File: src/rtl/mssd_pkg.sv
// ---------------------------------------------------------------------------
// mssd_pkg : shared types and field widths for the serial frame demux
// Revision : 1.0
// ---------------------------------------------------------------------------
`default_nettype none

package mssd_pkg;

  localparam int PORT_W    = 2;
  localparam int LEN_W     = 4;
  localparam int NUM_PORTS = 4;

  typedef enum logic [2:0] {
    IDLE = 3'd0,
    PORT = 3'd1,
    LEN  = 3'd2,
    DATA = 3'd3,
    ERR  = 3'd4
  } state_e;

endpackage

`default_nettype wire

File: src/rtl/mssd_ctrl.sv
// ---------------------------------------------------------------------------
// mssd_ctrl : frame FSM and header bit counter
// Revision  : 1.0
// ---------------------------------------------------------------------------
`default_nettype none

module mssd_ctrl
  import mssd_pkg::*;
(
  input  logic   clk,
  input  logic   rst,
  input  logic   ser_i,
  input  logic   len_zero_i,
  input  logic   cnt_last_i,
  output state_e state_o,
  output logic   port_last_o,
  output logic   len_last_o
);

  state_e     state_q, state_d;
  logic [1:0] hdr_q, hdr_d;

  always_ff @(posedge clk or posedge rst) begin
    if (rst) begin
      state_q <= IDLE;
      hdr_q   <= 2'd0;
    end else begin
      state_q <= state_d;
      hdr_q   <= hdr_d;
    end
  end

  always_comb begin
    state_d     = state_q;
    hdr_d       = hdr_q;
    port_last_o = 1'b0;
    len_last_o  = 1'b0;
    case (state_q)
      IDLE: begin
        if (!ser_i) begin
          state_d = PORT;
          hdr_d   = 2'd0;
        end
      end
      PORT: begin
        if (hdr_q == 2'(PORT_W - 1)) begin
          port_last_o = 1'b1;
          state_d     = LEN;
          hdr_d       = 2'd0;
        end else begin
          hdr_d = hdr_q + 2'd1;
        end
      end
      LEN: begin
        // Zero test uses the length including the bit sampled this cycle.
        if (hdr_q == 2'(LEN_W - 1)) begin
          len_last_o = 1'b1;
          state_d    = len_zero_i ? ERR : DATA;
          hdr_d      = 2'd0;
        end else begin
          hdr_d = hdr_q + 2'd1;
        end
      end
      DATA: begin
        if (cnt_last_i) state_d = IDLE;
      end
      ERR:     state_d = IDLE;
      default: state_d = IDLE;
    endcase
  end

  assign state_o = state_q;

endmodule

`default_nettype wire

File: src/rtl/mssd_dp.sv
// ---------------------------------------------------------------------------
// mssd_dp : header shift registers, payload down-counter and 1-to-4 demux
// Revision: 1.0
// ---------------------------------------------------------------------------
`default_nettype none

module mssd_dp
  import mssd_pkg::*;
(
  input  logic                 clk,
  input  logic                 rst,
  input  logic                 ser_i,
  input  state_e               state_i,
  input  logic                 port_last_i,
  input  logic                 len_last_i,
  output logic                 len_zero_o,
  output logic                 cnt_last_o,
  output logic [PORT_W-1:0]    port_o,
  output logic                 valid_o,
  output logic                 error_o,
  output logic [NUM_PORTS-1:0] out_o
);

  logic [PORT_W-2:0] port_sh_q, port_sh_d;
  logic [PORT_W-1:0] port_q, port_d;
  logic [LEN_W-2:0]  len_sh_q, len_sh_d;
  logic [LEN_W-1:0]  count_q, count_d;
  logic [PORT_W-1:0] w_port_full;
  logic [LEN_W-1:0]  w_len_full;

  assign w_port_full = {port_sh_q, ser_i};
  assign w_len_full  = {len_sh_q, ser_i};

  always_ff @(posedge clk or posedge rst) begin
    if (rst) begin
      port_sh_q <= '0;
      port_q    <= '0;
      len_sh_q  <= '0;
      count_q   <= '0;
    end else begin
      port_sh_q <= port_sh_d;
      port_q    <= port_d;
      len_sh_q  <= len_sh_d;
      count_q   <= count_d;
    end
  end

  always_comb begin
    port_sh_d = port_sh_q;
    port_d    = port_q;
    len_sh_d  = len_sh_q;
    count_d   = count_q;
    if (state_i == PORT) port_sh_d = w_port_full[PORT_W-2:0];
    // Active port only changes once the whole field has arrived.
    if (port_last_i)     port_d    = w_port_full;
    if (state_i == LEN)  len_sh_d  = w_len_full[LEN_W-2:0];
    if (len_last_i) begin
      count_d = w_len_full;
    end else if (state_i == DATA && count_q != '0) begin
      count_d = count_q - LEN_W'(1);
    end
  end

  assign len_zero_o = (w_len_full == '0);
  assign cnt_last_o = (count_q == LEN_W'(1));
  assign port_o     = port_q;
  assign valid_o    = (state_i == DATA);
  assign error_o    = (state_i == ERR);

  genvar gi;
  generate
    for (gi = 0; gi < NUM_PORTS; gi++) begin : g_demux
      assign out_o[gi] = valid_o && (port_q == PORT_W'(gi)) && ser_i;
    end
  endgenerate

endmodule

`default_nettype wire

File: src/rtl/mssd.sv
// ---------------------------------------------------------------------------
// mssd : serial frame demultiplexer, routes payload bits to one of four lines
// Revision: 1.0
// ---------------------------------------------------------------------------
`default_nettype none

module mssd
  import mssd_pkg::*;
(
  input  logic                 clk,
  input  logic                 rst,
  input  logic                 serIn,
  output logic                 error,
  output logic                 validOut,
  output logic [PORT_W-1:0]    activePort,
  output logic [NUM_PORTS-1:0] out
);

  state_e w_state;
  logic   w_port_last;
  logic   w_len_last;
  logic   w_len_zero;
  logic   w_cnt_last;

  mssd_ctrl u_ctrl (
    .clk         (clk),
    .rst         (rst),
    .ser_i       (serIn),
    .len_zero_i  (w_len_zero),
    .cnt_last_i  (w_cnt_last),
    .state_o     (w_state),
    .port_last_o (w_port_last),
    .len_last_o  (w_len_last)
  );

  mssd_dp u_dp (
    .clk         (clk),
    .rst         (rst),
    .ser_i       (serIn),
    .state_i     (w_state),
    .port_last_i (w_port_last),
    .len_last_i  (w_len_last),
    .len_zero_o  (w_len_zero),
    .cnt_last_o  (w_cnt_last),
    .port_o      (activePort),
    .valid_o     (validOut),
    .error_o     (error),
    .out_o       (out)
  );

endmodule

`default_nettype wire

File: config.mk
export PLATFORM = sky130hd
export DESIGN_NAME = mssd
export DESIGN_NICKNAME = d
export VERILOG_FILES = /design/src/rtl/mssd_pkg.sv /design/src/rtl/mssd_ctrl.sv /design/src/rtl/mssd_dp.sv /design/src/rtl/mssd.sv
export SDC_FILE = /design/constraint.sdc
export NUM_CORES = 1
export LEC_CHECK = 0
export CELL_PAD_IN_SITES_DETAIL_PLACEMENT = 0
export CELL_PAD_IN_SITES_GLOBAL_PLACEMENT = 1
export CORE_MARGIN = 5
export CORE_UTILIZATION = 38
export CTS_CLUSTER_SIZE = 10
export DETAILED_ROUTE_END_ITERATION = 7
export PLACE_DENSITY = 0.79
export SETUP_SLACK_MARGIN = 0.3
export SYNTH_ARGS = -nofsm -noshare
export SYNTH_HDL_FRONTEND = slang
export SYNTH_HIERARCHICAL = 1
export SYNTH_SLANG_ARGS = --single-unit
File: constraint.sdc
create_clock -name clk -period 1.6 [get_ports clk]
set_clock_uncertainty 0.1 [all_clocks]
set_input_delay 0.16 -clock clk [delete_from_list [all_inputs] [get_ports clk]]
set_output_delay 0.16 -clock clk [all_outputs]
set_load 0.02 [all_outputs]
==> results.sh <==
export IMPL_hold_viol=0
export IMPL_antenna_cells=0
export IMPL_final_area_mm2=0.00165
export IMPL_worstPathCellList="or3_4 > or4_1 > a31oi_1"
export IMPL_row_count=18
export IMPL_cts_tree="yes"
export IMPL_place_hpwl_mm=1.59
export IMPL_io_pins=11
export IMPL_hold_buffers=0
export IMPL_p_leak_nw=0.695
export IMPL_slew_violations=0
export IMPL_avgSynthCellArea_um2=10.1
export IMPL_htreeDepth=1
export IMPL_synthCells=93
export IMPL_detail_route_first_pass_iterations=4
export IMPL_ys_seq_area_share_pct=40.0
export IMPL_tightest_slew_ps=408
export IMPL_place_area_mm2=0.00124
export IMPL_dr_first_iter_drc_count=38
export IMPL_ys_ff_latch=15
export IMPL_routabilityCongestion=0.741
export IMPL_setup_slack_ps=-47.9
export IMPL_setup_worst_path_class="reg -> reg"
export IMPL_cp_max_fo=4
export IMPL_yosys_warnings=6
export IMPL_grt_max_degree=11
export IMPL_grt_pass1_vias=854
export IMPL_drc=0
export IMPL_root_buffer="clkbuf_4"
export IMPL_cpMaxStageDelayCell="or4_1"
export IMPL_cts_buffers=3
export IMPL_grt_busiest_layer="met2"
export IMPL_hold_path_class="in -> async"
export IMPL_port_buffers=10
export IMPL_cts_max_path_buffers=2
export IMPL_synth_top_area_share_pct=40.0
export IMPL_worstSetupStartpointType="register"
export IMPL_period_share_pct=103
export IMPL_cts_sinks=15
export IMPL_nets=141
export IMPL_p_sw_w=0.00133
export IMPL_wl_mm=2.77
export IMPL_p_clk_share_pct=7.4
export IMPL_clock_latency_ps=300
export IMPL_violations="negative setup slack"
export IMPL_p_seq_share_pct=25.9
export IMPL_powerDensity_mw_per_mm2=1940
export IMPL_regArea_um2=383
export IMPL_internal_power_w=0.00186
export IMPL_vias_per_cell=5.48
export IMPL_synth_cell_type_count=30
export IMPL_holdWs_ps=20.1
export IMPL_slowest_delay_ps=480
export IMPL_fin_cells=162
export IMPL_maxCapViolations=0
export IMPL_dp_cells=145
export IMPL_cp_arrival_ps=1770
export IMPL_slew_headroom_pct=72.7
export IMPL_synthTopCellsByArea="dfrtp_1 (40%), nor3b_1 (7.2%), mux2_2 (7.2%)"
export IMPL_pwr_share_comb_pct=66.8
export IMPL_die_area_mm2=0.00356
export IMPL_power_w=0.00319
export IMPL_drive_above_1_share_pct=67.4
export IMPL_setup_violations=4
export IMPL_num_vias=888
export IMPL_start_util_pct=38.9
export IMPL_yosysTopAreaCell="dfrtp_1"
export IMPL_chipWidth_um=59.7
export IMPL_synth_nets=101
export IMPL_rsz0062_at_grt="true"
export IMPL_grt_ovfl_total=0
export IMPL_end_kind="register"
export IMPL_synth_cell_area_um2=938
export IMPL_fillers=160
export IMPL_period_minus_slack_ps=1650
export IMPL_use_met2_pct=26.4
export IMPL_grt_use_total_pct=15.6
export IMPL_ant_nets=0
export IMPL_multi_input_area_um2=787
export IMPL_grt_use_met1_pct=20.3
export IMPL_core_area_mm2=0.00241
export IMPL_syn_to_final_growth_pct=75.5
export IMPL_met3_usage_pct=1.51
export IMPL_ir_drop_mv=1.48
export IMPL_clk_pin_slew_ps=100
export IMPL_status="complete, but fails checks"
export IMPL_antenna_found_initial=0
export IMPL_worstPathRequired_ps=1720
export IMPL_wl_per_cell_um=17.1
export IMPL_max_freq_mhz=607
export IMPL_grt_pass1_wl_mm=4.04
export IMPL_post_place_ws_ps=-290
export IMPL_die_h_um=59.7
export IMPL_p_sw_share_pct=41.6
cells in the mapped netlist:
master    instances
a21o_1            1
nor3b_2           1
a31oi_1           5
o311ai_0          1
inv_1             9
nor4bb_1          1
nand3b_4          1
a21oi_1           2
nor3_1            1
buf_4             3
nor3_2            1
and2_1            1
ha_1              5
dfrtp_1          15
o31ai_1           1
or4_1             3
nand2_1           5
and4_1            1
nor4_1            1
or3_1             2
or2b_1            1
nor2_1            7
mux2_2            6
nand3_1           1
nor4b_1           1
a311oi_1          1
nand2b_1          2
nor3b_1           9
o21ai_0           4
mux4_2            1
registers in the layout, indices dropped and copies added (netlist names):
name / count
u_ctrl/state_o: 3
u_dp/len_sh_q: 3
u_ctrl/hdr_q: 2
u_dp/port_sh_q: 1
u_dp/port_o: 2
u_dp/count_q: 4
worst paths after layout:
path | from | endpoint | slack, ps | depth (start not counted)
min in group clk | u_dp/port_sh_q$_DFFE_PP0N_ | u_dp/port_sh_q$_DFFE_PP0N_ | 440 | 1
worst min-delay path | rst | u_ctrl/state_o[2]$_DFFE_PP0P_ | 20 | 2
worst max register to register | u_dp/count_q[0]$_DFFE_PP0P_ | u_dp/count_q[3]$_DFFE_PP0P_ | -50 | 3
worst min register to register | u_dp/port_sh_q$_DFFE_PP0N_ | u_dp/port_sh_q$_DFFE_PP0N_ | 440 | 1
worst max-delay path | u_dp/count_q[0]$_DFFE_PP0P_ | u_dp/count_q[3]$_DFFE_PP0P_ | -50 | 3
max in group asynchronous | rst | u_dp/port_o[1]$_DFFE_PP0P_ | 990 | 2
metrics by stage:
| stage | util [%] | TNS, ps |
|---|---|---|
| floorplan | - | 0 |
| global placement | 51.3 | -1310 |
| detailed placement | 51.3 | -1470 |
| CTS | 61.8 | -94.5 |
| global route | 68.3 | -475 |
| finish | 68.3 | -123 |
layout make-up:
type                       count  share of cell area (%)
clock buffer                   4                    1.60
tap                           30                    2.28
timing repair buffer          38                    22.5
multi-input combinational     66                    47.8
sequential                    15                    23.3
inverter                       9                    2.58
what timing repair did:
action | in CTS | in global routing
endpoints found under the setup margin | 22 | 21
buffers inserted | 7 | 6
resized for setup | 78 | 27
pin swaps | 11 | 14
cells by family after synthesis:
kind of cell / count (synthesis) / synth area share, %
AND/OR/NAND/NOR: 39 / 27.7
AO/OA/AOI/OAI: 15 / 10.0
flip-flops: 15 / 40.0
buffers and inverters: 12 / 6.00
multiplexers: 7 / 9.60
adder cells (fa/ha/maj): 5 / 6.67
critical path: cells and delay by family (launching register included):
family / cells / cell delay (ps)
AO/OA/AOI/OAI: 1 / 200
flip-flops: 1 / 440
AND/OR/NAND/NOR: 2 / 830
per-layer routing:
metal | routed length [µm] | vias up
li1 | - | 420
met1 | 1210 | 439
met2 | 1400 | 27
met3 | 117 | 2
met4 | 40 | 0
met5 | 0 | -
power groups by stage:
stage               logic, W  clock network, W  registers [W]
detailed placement   0.00136                 0       0.000780
global route         0.00227          0.000255       0.000850
finish               0.00213          0.000235       0.000826
floorplan           0.000856                 0       0.000816
global placement     0.00131                 0       0.000775
CTS                  0.00170          0.000233       0.000807
cells in the final DEF, fill, tap and decap left out, types with 2 or more instances in the layout:
cell type / count
buf_2: 2
or4_1: 2
buf_4: 16
nand2_4: 2
inv_2: 3
inv_4: 2
inv_1: 3
buf_12: 2
dfrtp_1: 9
mux2_4: 4
nor3b_4: 9
ha_4: 5
nand2_1: 3
nor3_4: 2
a31oi_1: 4
nor2_2: 3
o21ai_0: 4
clkbuf_4: 3
dfrtp_2: 6
buf_6: 16
nor2_1: 4
clkdlybuf4s50_1: 2
mux2_2: 2
Power figures use the tool's default switching activity.
